===== src/rtl/hsid_pkg.sv =====
// Shared types and default sizing for the HSID main controller slice.
// States of the lane controller plus word/band/library/lane defaults.
package hsid_pkg;

    localparam int HSID_WORD_WIDTH        = 32;
    localparam int HSID_HSP_BANDS_WIDTH   = 8;
    localparam int HSID_HSP_LIBRARY_WIDTH = 8;
    localparam int HSID_BANDS_PER_PACK    = 2;
    localparam int HSID_NUM_LANES         = 4;

    typedef enum logic [2:0] {
        HL_IDLE,
        HL_CONFIG,
        HL_READ_CAPTURED,
        HL_COMPUTE,
        HL_WAIT_MSE,
        HL_DONE,
        HL_CLEAR,
        HL_ERROR
    } hsid_lane_state_t;

endpackage


===== src/rtl/hsid_credit_counter.sv =====
// Saturating up/down counter of MSE results still owed by the lanes.
// Simultaneous inc/dec leaves the count unchanged; dec at zero is ignored.
module hsid_credit_counter
    import hsid_pkg::*;
#(
    parameter int MAX_COUNT = HSID_NUM_LANES,
    parameter int CNT_W     = $clog2(MAX_COUNT + 1)
) (
    input  logic             clk,
    input  logic             rst,
    input  logic             clr,
    input  logic             inc,
    input  logic             dec,
    output logic [CNT_W-1:0] count,
    output logic             full,
    output logic             empty
);

    localparam logic [CNT_W-1:0] MAX_VAL = CNT_W'(MAX_COUNT);

    logic [CNT_W-1:0] count_reg;
    logic [CNT_W-1:0] count_next;

    assign full  = (count_reg == MAX_VAL);
    assign empty = (count_reg == '0);
    assign count = count_reg;

    always_comb begin
        count_next = count_reg;
        if (inc && !dec && !full) begin
            count_next = count_reg + 1'b1;
        end else if (dec && !inc && !empty) begin
            count_next = count_reg - 1'b1;
        end else if (inc && dec && empty) begin
            // nothing to retire, so only the new claim counts
            count_next = count_reg + 1'b1;
        end
    end

    always_ff @(posedge clk or posedge rst) begin
        if (rst) begin
            count_reg <= '0;
        end else if (clr) begin
            count_reg <= '0;
        end else begin
            count_reg <= count_next;
        end
    end

endmodule


===== src/rtl/hsid_main_lane_ctrl.sv =====
// HSID main controller: config, capture, and band-pack streaming to NUM_LANES MSE lanes.
// Optional WAIT_MSE watchdog is built when HSID_MAIN_TIMEOUT_EN is defined.
module hsid_main_lane_ctrl
    import hsid_pkg::*;
#(
    parameter int WORD_WIDTH        = HSID_WORD_WIDTH,
    parameter int HSP_BANDS_WIDTH   = HSID_HSP_BANDS_WIDTH,
    parameter int HSP_LIBRARY_WIDTH = HSID_HSP_LIBRARY_WIDTH,
    parameter int BANDS_PER_PACK    = HSID_BANDS_PER_PACK,
    parameter int NUM_LANES         = HSID_NUM_LANES,
    parameter int TIMEOUT_CYCLES    = 256,
    localparam int LANE_W = (NUM_LANES > 1) ? $clog2(NUM_LANES) : 1
) (
    input  logic                         clk,
    input  logic                         rst,
    input  logic                         start,
    input  logic                         clear,
    input  logic [HSP_BANDS_WIDTH-1:0]   hsp_bands,
    input  logic [HSP_LIBRARY_WIDTH-1:0] hsp_library_size,
    input  logic                         fifo_captured_complete,
    input  logic                         fifo_ref_empty,
    input  logic                         mse_valid,
    output logic                         fifo_both_read_en,
    output logic                         band_pack_valid,
    output logic                         band_pack_start,
    output logic                         band_pack_last,
    output logic [LANE_W-1:0]            lane_sel,
    output logic [HSP_LIBRARY_WIDTH-1:0] hsp_ref_count,
    output logic                         initialize,
    output logic                         idle,
    output logic                         ready,
    output logic                         done,
    output logic                         error
);

    localparam int CNT_W     = $clog2(NUM_LANES + 1);
    localparam int BPP_SHIFT = $clog2(BANDS_PER_PACK);
    localparam int BRW       = HSP_BANDS_WIDTH + 1;

    hsid_lane_state_t state_reg, state_next;

    logic [HSP_BANDS_WIDTH-1:0]   cfg_bands_reg;
    logic [HSP_LIBRARY_WIDTH-1:0] cfg_lib_size_reg;
    logic [HSP_BANDS_WIDTH-1:0]   cfg_threshold;
    logic [BRW-1:0]               bands_round;
    logic [HSP_BANDS_WIDTH-1:0]   pack_count_reg;
    logic [HSP_BANDS_WIDTH-1:0]   rd_pack_reg;
    logic [HSP_LIBRARY_WIDTH-1:0] rd_ref_reg;
    logic [HSP_LIBRARY_WIDTH-1:0] hsp_ref_count_reg;
    logic                         valid_reg;
    logic [CNT_W-1:0]             outstanding;
    logic                         cred_full, cred_empty;
    logic                         in_compute, pack_valid, pack_last, last_ref;
    logic                         stall, read_en, timeout_hit;

    assign bands_round   = {1'b0, cfg_bands_reg} + BRW'(BANDS_PER_PACK - 1);
    assign cfg_threshold = HSP_BANDS_WIDTH'(bands_round >> BPP_SHIFT);

    assign in_compute = (state_reg == HL_COMPUTE);
    assign pack_valid = valid_reg && in_compute;
    assign pack_last  = pack_valid && (pack_count_reg == cfg_threshold - 1'b1);
    assign last_ref   = (hsp_ref_count_reg == cfg_lib_size_reg - 1'b1);

    // Reads run one cycle ahead of the pack qualifiers, so a last pack still
    // in flight already holds the lane it is about to claim.
    assign stall   = (rd_pack_reg == '0) &&
                     (cred_full || (pack_last && outstanding == CNT_W'(NUM_LANES - 1)));
    assign read_en = in_compute && !fifo_ref_empty && !stall && (rd_ref_reg != cfg_lib_size_reg);

    assign fifo_both_read_en = read_en;
    assign band_pack_valid   = pack_valid;
    assign band_pack_start   = pack_valid && (pack_count_reg == '0);
    assign band_pack_last    = pack_last;
    assign hsp_ref_count     = hsp_ref_count_reg;
    assign initialize        = (state_reg == HL_DONE) || (state_reg == HL_CLEAR) ||
                               (state_reg == HL_ERROR);
    assign idle              = (state_reg == HL_IDLE);
    assign ready             = (state_reg == HL_READ_CAPTURED) || in_compute;
    assign done              = (state_reg == HL_DONE);
    assign error             = (state_reg == HL_ERROR);

    generate
        if (NUM_LANES > 1) begin : g_lane_multi
            assign lane_sel = hsp_ref_count_reg[LANE_W-1:0];
        end else begin : g_lane_single
            assign lane_sel = 1'b0;
        end
    endgenerate

    hsid_credit_counter #(
        .MAX_COUNT (NUM_LANES),
        .CNT_W     (CNT_W)
    ) u_credit (
        .clk   (clk),
        .rst   (rst),
        .clr   (initialize),
        .inc   (pack_last),
        .dec   (mse_valid),
        .count (outstanding),
        .full  (cred_full),
        .empty (cred_empty)
    );

`ifdef HSID_MAIN_TIMEOUT_EN
    localparam int TO_W = $clog2(TIMEOUT_CYCLES + 1);
    logic [TO_W-1:0] to_count_reg;

    always_ff @(posedge clk or posedge rst) begin
        if (rst) begin
            to_count_reg <= '0;
        end else if (state_reg != HL_WAIT_MSE || mse_valid) begin
            to_count_reg <= '0;
        end else begin
            to_count_reg <= to_count_reg + 1'b1;
        end
    end

    assign timeout_hit = ((state_reg == HL_WAIT_MSE) && !mse_valid &&
                          (to_count_reg == TO_W'(TIMEOUT_CYCLES - 1))) || (WORD_WIDTH < 0);
`else
    // WORD_WIDTH and TIMEOUT_CYCLES carry no logic in this build
    assign timeout_hit = (TIMEOUT_CYCLES < 0) || (WORD_WIDTH < 0);
`endif

    always_comb begin
        state_next = state_reg;
        case (state_reg)
            HL_IDLE:          if (start) state_next = HL_CONFIG;
            HL_CONFIG:        state_next = (hsp_bands == '0 || hsp_library_size == '0) ?
                                           HL_ERROR : HL_READ_CAPTURED;
            HL_READ_CAPTURED: if (fifo_captured_complete) state_next = HL_COMPUTE;
            HL_COMPUTE:       if (pack_last && last_ref) state_next = HL_WAIT_MSE;
            HL_WAIT_MSE: begin
                if (cred_empty) state_next = HL_DONE;
                else if (timeout_hit) state_next = HL_ERROR;
            end
            default:          state_next = HL_IDLE;
        endcase
        if (clear && (state_reg == HL_CONFIG || state_reg == HL_READ_CAPTURED ||
                      in_compute || state_reg == HL_WAIT_MSE)) begin
            state_next = HL_CLEAR;
        end
    end

    always_ff @(posedge clk or posedge rst) begin
        if (rst) begin
            state_reg <= HL_IDLE;
        end else begin
            state_reg <= state_next;
        end
    end

    always_ff @(posedge clk or posedge rst) begin
        if (rst) begin
            cfg_bands_reg     <= '1;
            cfg_lib_size_reg  <= '1;
            pack_count_reg    <= '0;
            rd_pack_reg       <= '0;
            rd_ref_reg        <= '0;
            hsp_ref_count_reg <= '0;
            valid_reg         <= 1'b0;
        end else begin
            valid_reg <= read_en;
            if (initialize) begin
                cfg_bands_reg     <= '1;
                cfg_lib_size_reg  <= '1;
                pack_count_reg    <= '0;
                rd_pack_reg       <= '0;
                rd_ref_reg        <= '0;
                hsp_ref_count_reg <= '0;
            end else begin
                if (state_reg == HL_CONFIG) begin
                    cfg_bands_reg    <= hsp_bands;
                    cfg_lib_size_reg <= hsp_library_size;
                end
                if (read_en) begin
                    if (rd_pack_reg == cfg_threshold - 1'b1) begin
                        rd_pack_reg <= '0;
                        rd_ref_reg  <= rd_ref_reg + 1'b1;
                    end else begin
                        rd_pack_reg <= rd_pack_reg + 1'b1;
                    end
                end
                if (pack_valid) begin
                    pack_count_reg <= pack_last ? '0 : pack_count_reg + 1'b1;
                end
                if (pack_last) begin
                    hsp_ref_count_reg <= hsp_ref_count_reg + 1'b1;
                end
            end
        end
    end

endmodule


===== config.mk =====
export PLATFORM = sky130hd
export DESIGN_NAME = hsid_main_lane_ctrl
export DESIGN_NICKNAME = d
export VERILOG_FILES = /design/src/rtl/hsid_pkg.sv /design/src/rtl/hsid_credit_counter.sv /design/src/rtl/hsid_main_lane_ctrl.sv
export SDC_FILE = /design/constraint.sdc
export NUM_CORES = 1
export LEC_CHECK = 0
export ABC_AREA = 1
export BUFFER_PORTS_ARGS = -buffer_cell sky130_fd_sc_hd__buf_2
export CAP_MARGIN = 0
export CELL_PAD_IN_SITES_DETAIL_PLACEMENT = 0
export CELL_PAD_IN_SITES_GLOBAL_PLACEMENT = 2
export CORE_MARGIN = 3
export CORE_UTILIZATION = 36
export CTS_BUF_LIST = sky130_fd_sc_hd__clkbuf_8
export CTS_CLUSTER_SIZE = 12
export DETAILED_ROUTE_END_ITERATION = 10
export GPL_ROUTABILITY_DRIVEN = 0
export GPL_TIMING_DRIVEN = 0
export PLACE_DENSITY_LB_ADDON = 0.1
export SYNTH_ARGS = -nofsm -noshare
export SYNTH_HDL_FRONTEND = slang
export SYNTH_SLANG_ARGS = --single-unit

===== constraint.sdc =====
create_clock -name clk -period 3 [get_ports clk]
set_input_delay 0 -clock clk [delete_from_list [all_inputs] [get_ports clk]]
set_output_delay 0 -clock clk [all_outputs]
set_load 0.02 [all_outputs]

==> impl_results.md, run 1 <==
* Startpoint class of the critical path: flop
* Number of top-level design ports at 42
* H-tree levels at 2
* Share of the synthesized area in the top cell type at 24.72%
* Total via count after detailed routing at 3,563
* Maximum buffer depth of the clock tree at 2
* Mux cell area share after synthesis at 0%
* Vias in the first global route at ~3.6k
* TritonCTS Buffers at 5
* Rows at 37
* Global-route wire length before repair at 17.65 mm
* ANT cells at 0
* Busiest grt layer: met2
* Synthesized area at ~0.0039 mm2
* Drt drc at 0
* Final #Nets at 624
* DRC marker count from the first detailed-route iteration at 113
* Top cells by count, synth: 106 x sky130_fd_sc_hd__nand2_1, 72 x sky130_fd_sc_hd__inv_1, 39 x sky130_fd_sc_hd__dfrtp_1
* Met2 Usage GRT at 31.55%
* Tightest Pin Transition at between 0.5 and 0.6 ns
* Largest area contributor in the netlist: sky130_fd_sc_hd__dfrtp_1
* Peak per-stage delay on the critical path at 0.60 ns
* Fraction of final layout cells with drive strength greater than 1 at about 23%
* Worst min-delay path category: input port to flop
* Critical Path RT at 3.00 ns
* Number of antenna violations at the first check in global routing at 0
* Fraction of the yosys area taken by sequential cells at 35.37%
* Main combinational cell family by area after synthesis: simple AND/OR/NAND/NOR gates
* Final-report hold violation count at 0
* Overflow left after global routing at 0
* Synthesized Nets at roughly 550
* # clock sinks at 55
* Routed length per placed instance at 14.57 um
* Post-synthesis compound-gate area fraction at roughly a tenth
* Highest clock frequency the design can meet at 358.1 MHz
* Source-to-sink clock delay at the later pin of the worst-skew pair at 0.32 ns
* Arrival time at the worst endpoint at 2.79 ns
* Fraction of synthesis flops using an asynchronous set or reset pin at 100.0%
* Seq cells post-synth at 55
* Layout area overhead at 18.61%
* Min Tclk post-route at 2.792 ns
* Synthesized area per cell at roughly 7.6 um2
* Detailed-route wire length at ~11 mm
* Cell type with the highest occurrence count on the critical path: sky130_fd_sc_hd__nand2_1
* Utilization after layout at 44.55%
* Top fanout value on the critical path at 5
* Reported max-cap violation count at 0
* Basic-gate share of the synthesized area counting and, or, nand and nor cells at between 30 and 40%
* Number of pins with negative max-slew slack in the final report at 0
* Clock tree from TritonCTS: built
* Worst Hold Slack at 0.06261 ns
* Power Dens Cells at 1104 mW/mm2
* Cell types occupying the most area after synthesis: sky130_fd_sc_hd__dfrtp_1 25%, sky130_fd_sc_hd__dfstp_2 11%, sky130_fd_sc_hd__nand2_1 10%, sky130_fd_sc_hd__inv_1 6.8%, sky130_fd_sc_hd__xor2_1 5.5%
* Final worst path period share at 93.08%
* Relative slew margins at 62.79%
* Number of setup violations in the final report at 0
* Worst VDD drop at approximately 0.00083 V
* Count leader, synth: sky130_fd_sc_hd__nand2_1
* EDFF count, synth at 0
* Die outline height at around 110 um
* Count of distinct cell types in the synthesized netlist at 39
* Crit path cell chain: ha_4 > nand2_1 > nand2_2 > ha_4 > nand3_2 > nor2_4 > buf_4 > nand2_1 > nand3_1 > nand2_1 > nor2_4 > nand4_1 > nand2_1 > nand2_1 > nand2_2 > inv_1 > buf_2
* Overall Global Routing Usage at 17.58%
* Top FF cell, synth: sky130_fd_sc_hd__dfrtp_1
* Sort of element at the end of the critical path: output port
* Ys Warns at 0
* Effective utilization at floorplan at 37.56%
* Average vias per placed instance at 4.914
* Static Leakage at ~2.2 nW
* CTS Root Cell: sky130_fd_sc_hd__clkbuf_8
* CP max stage cell: sky130_fd_sc_hd__dfstp_2
* Half-perimeter wire length after placement at 8.100 mm
* Width of the chip at approximately 110 um
* Share of synthesized cell area in full adder, half adder and majority cells at between 4 and 5%
* Met3 Use GR at 2.784%
* Pin count of the biggest net entering global routing at 38
* Cell count after synthesis at between 500 and 600
* Run status: finished, final reports clean
* Clock transition at path regs at about 0.10 ns
* Xor/xnor cell area share of the yosys netlist at 9.319%
* Count of antenna-violating nets left after detailed routing at 0
* Met1 usage in global routing at a little over a fifth
* Number of buffers added on ports at 41
* Core area at ~0.011 mm2
* Setup clock skew after layout at 0.01245 ns
* First-pass iteration count of the detailed router at 4
* Type of the worst setup path: flop to output port
* Total die area at 0.01226 mm2
cells in the final DEF, fill, tap and decap left out, types with 20 or more instances in the layout:
cell / n
sky130_fd_sc_hd__nand2_1: 101
sky130_fd_sc_hd__nand2_2: 20
sky130_fd_sc_hd__inv_1: 73
sky130_fd_sc_hd__xor2_1: 25
sky130_fd_sc_hd__o22ai_1: 22
sky130_fd_sc_hd__o21ai_0: 20
sky130_fd_sc_hd__buf_2: 41
sky130_fd_sc_hd__dfrtp_1: 39
sky130_fd_sc_hd__nand3_1: 35
sky130_fd_sc_hd__nor2_1: 30
where the power goes:
group          switching [mW]  internal (mW)  total, mW
logic                    2.30           1.29       3.59
registers               0.218          0.946       1.16
clock network           0.256          0.157      0.414
total                    2.78           2.39       5.17
repair_timing:
item                                    4_1_cts  5_1_grt
endpoints found under the setup margin        1       32
pin swaps                                     0        4
resized for setup                             1       14
hold endpoints to repair                     29        0
hold buffers                                 17        0
setup buffers                                 0        4
cloned                                        0        0
per-stage QoR:
step / setup WS, ns / std cells / total power, mW / TNS (ns) / area (um2)
global placement: 0.07398 / 695 / 4.508 / 0 / 4323
global route: -0.0002387 / 725 / 5.731 / -0.0002387 / 4682
CTS: 0.01998 / 721 / 4.992 / 0 / 4593
finish: 0.2075 / 725 / 5.170 / 0 / 4682
floorplan: 0.5145 / 518 / 3.740 / 0 / 3948
detailed placement: 0.03369 / 696 / 4.534 / 0 / 4343
critical path, delay by kind of cell, from the launching register on:
kind	cells	cell delay (ns)
AND/OR/NAND/NOR	12	1.24
flip-flops	1	0.60
buffers and inverters	3	0.36
adder cells (fa/ha/maj)	2	0.29
area by class of cell:
cell class,instances,area (um2)
Fill cell,1103,5827
Multi-Input combinational cell,376,2253
Sequential cell,55,1396
Timing Repair Buffer,63,425.4
Inverter,79,300.3
Tap cell,136,170.2
Clock buffer,5,68.82
Buffer,8,56.30
Clock inverter,3,11.26
layer usage:
metal	up-vias	part of all wire, %
li1	1831	-
met1	1686	46
met2	33	50
met3	13	2.0
met4	0	1.7
met5	-	0
cells by family after synthesis:
| logic type | after synthesis |
|---|---|
| and+or+nand+nor | 254 |
| buffers and inverters | 87 |
| AOI/OAI and AO/OA | 67 |
| DFF | 55 |
| xor gates and xnor gates | 42 |
| adders and majority gates | 13 |
worst paths after layout:
path | startpoint | end | slack [ns] | depth (start not counted)
worst max-delay path | cfg_bands_reg[0] | fifo_both_read_en | 0.21 | 17
worst max register to register | cfg_bands_reg[0] | state_reg[2] | 0.25 | 18
worst min-delay path | clear | state_reg[2] | 0.06 | 3
min in group asynchronous | rst | hsp_ref_count[0] | 0.23 | 3
worst min register to register | rd_ref_reg[3] | rd_ref_reg[3] | 0.57 | 2
max in group asynchronous | rst | cfg_lib_size_reg[5] | 2.14 | 4
Power figures use the tool's default switching activity.
==> run 2, diff against run 1 <==
- BUFFER_PORTS_ARGS: -buffer_cell sky130_fd_sc_hd__buf_2 -> unset
- CORE_UTILIZATION: 36 -> 35
- DONT_BUFFER_PORTS: unset -> 1
==> run 2 against run 1 <==
First-iteration DRC count increased by 35%. Non-clock buffer count fell by 39. Critical path depth increased by 2. Die area increased by 2.7%. Total power decreased by 0.31%. Register-to-register slack hardly changed. Final area fell by 2.9%.
==> impl_results.md, run 2 (synthesis results as in run 1) <==
* Run status: finished, final reports clean
* Category of cells accounting for the largest share of critical-path delay: simple AND/OR/NAND/NOR gates
* Type of the worst setup path: flop to flop
* Detailed-route wire length at 10.47 mm
* Crit path buffers/inverters at 3
* Cell type with the highest occurrence count on the critical path: sky130_fd_sc_hd__nand2_1
* Relative slew margins at 47.89%
* Width of the chip at about 110 um
* Number of buffers added on ports at 0
* DRC marker count from the first detailed-route iteration at roughly 150
* Routed length per placed instance at about 15 um
* Leading cell type in the layout, fill and taps excluded: sky130_fd_sc_hd__nand2_1
* Setup TNS Final at 0 ns
* Drt drc at 0
* Layout area overhead at 15.21%
* Sort of element at the end of the critical path: flop
* Critical Path RT at 3.22 ns
* Overall Global Routing Usage at 17.05%
* H-tree levels at 2
* Static Leakage at 2.061 nW
* Power Total at between 5 and 6 mW
* Half-perimeter wire length after placement at ~8.1 mm
* Core area at 0.01094 mm2
* Crit path cell chain: ha_2 > inv_4 > ha_4 > nand3_2 > nor2_4 > inv_2 > nand2_2 > nand2_2 > nand2_1 > nand2_1 > nor2_2 > nand4_1 > nand2_1 > nand2_1 > nand2_2 > nand2_4 > buf_12 > nand3_2 > nand2_1
* TritonCTS Buffers at 5
* Number of top-level design ports at 42
* Number of antenna violations at the first check in global routing at 0
* Total via count after detailed routing at between 3k and 4k
* Effective utilization at floorplan at 36.10%
* Number of pins with negative max-slew slack in the final report at 0
* Rows at 38
* Startpoint class of the critical path: flop
* Pin count of the biggest net entering global routing at 34
* Final worst path period share at 91.78%
* CP max stage cell: sky130_fd_sc_hd__dfstp_2
* Clock tree from TritonCTS: built
* Number of setup violations in the final report at 0
* Highest clock frequency the design can meet at 363.2 MHz
* Die outline height at 112.2 um
* Min Tclk post-route at approximately 2.8 ns
* Area of combinational cells with multiple inputs at 0.002255 mm2
* Power Dens Cells at 1133 mW/mm2
* Total die area at between 0.01 and 0.015 mm2
* Global-route wire length before repair at about 17 mm
* Count of antenna-violating nets left after detailed routing at 0
* Clock transition at path regs at 0.10 ns
* Final #Nets at 585
* First-pass iteration count of the detailed router at 4
* Overflow left after global routing at 0
* Arrival time at the worst endpoint at 2.97 ns
* Worst VDD drop at 0.0008052 V
* Vias in the first global route at around 3.4k
* Area taken by flip-flops and latches at 0.001396 mm2
* Average vias per placed instance at 4.901
* Maximum buffer depth of the clock tree at 2
* Final-report hold violation count at 0
* ANT cells at 0
* Source-to-sink clock delay at the later pin of the worst-skew pair at 0.32 ns
* Filler cell count in the final layout at around 1.2k
* Worst min-delay path category: input port to flop
* Peak per-stage delay on the critical path at 0.56 ns
* CTS Root Cell: sky130_fd_sc_hd__clkbuf_8
* Fraction of final layout cells with drive strength greater than 1 at 16.91%
* # clock sinks at 55
* Tightest Pin Transition at 0.7757 ns
* Reported max-cap violation count at 0
* Most frequent cells in the layout: 102 x sky130_fd_sc_hd__nand2_1, 71 x sky130_fd_sc_hd__inv_1, 39 x sky130_fd_sc_hd__dfrtp_1
* Top fanout value on the critical path at 10
* Setup clock skew after layout at 0.01283 ns
[run 2: changes by cell type in the layout (fill, tap and decap cells not counted), moves of 2 or more]
cell / delta
sky130_fd_sc_hd__buf_2: -41
sky130_fd_sc_hd__clkbuf_8: +2
sky130_fd_sc_hd__buf_12: +2
sky130_fd_sc_hd__inv_1: -2
sky130_fd_sc_hd__dlygate4sd3_1: +2
[run 2: layout make-up]
| class | instances | share of cell area, % |
|---|---|---|
| inverter | 79 | 6.685 |
| clock inverter | 1 | 0.08253 |
| buffer | 8 | 1.431 |
| sequential | 55 | 30.70 |
| clock buffer | 7 | 2.118 |
| tap | 140 | 3.851 |
| timing repair buffer | 24 | 5.557 |
| multi-input combinational | 376 | 49.57 |
[run 2: worst reg2reg max path, delay by kind of cell (launching register included)]
kind	cells	cell delay, ns
buf+inv	3	0.32
simple gates	14	1.33
fa+ha+maj	2	0.45
flops	1	0.56
[run 2: per-stage QoR]
step	worst slack, ns	cell area [um2]	hold WS [ns]	util (%)	instances
after CTS	0.01374	4444	0.02649	40.64	686
after floorplan	0.5145	3948	0.1408	-	518
after global placement	-0.02640	4123	0.1430	37.70	658
after detailed placement	-0.05529	4143	-0.03786	37.88	659
after global routing	-0.01072	4548	0.02646	41.59	690
final	0.2465	4548	0.04197	41.59	690
[run 2: worst paths after layout]
path                               endpoint  cells after the start                    from  slack, ns
min in group asynchronous  hsp_ref_count[1]                      2                     rst       0.18
hold / removal                 state_reg[0]                      4  fifo_captured_complete       0.04
setup reg to reg              rd_ref_reg[7]                     19        cfg_bands_reg[0]       0.25
hold reg to reg            cfg_bands_reg[0]                      2        cfg_bands_reg[0]       0.56
max in group asynchronous  cfg_bands_reg[1]                      3                     rst       2.20
setup / recovery              rd_ref_reg[7]                     19        cfg_bands_reg[0]       0.25
[run 2: per-layer routing]
layer / GRT usage, % / vias up / share of wire [%]
met5: 0 / - / 0
met4: 4.728 / 0 / 1.4
met3: 3.396 / 12 / 3.2
met2: 29.88 / 33 / 50
met1: 21.36 / 1580 / 45
li1: - / 1757 / -
[run 2: repair_timing]
action,CTS,global route
hold buffers,19,0
resized for setup,2,16
gates cloned,0,0
buffers inserted,0,4
endpoints found under the setup margin,4,31
pin swaps,0,4
hold endpoints to repair,40,0
[run 2: report_power, final]
part / switching [mW] / total [mW] / leakage, nW / internal (mW)
clock network: 0.253 / 0.462 / 0.0557 / 0.208
logic: 2.29 / 3.52 / 1.30 / 1.23
registers: 0.223 / 1.17 / 0.701 / 0.945
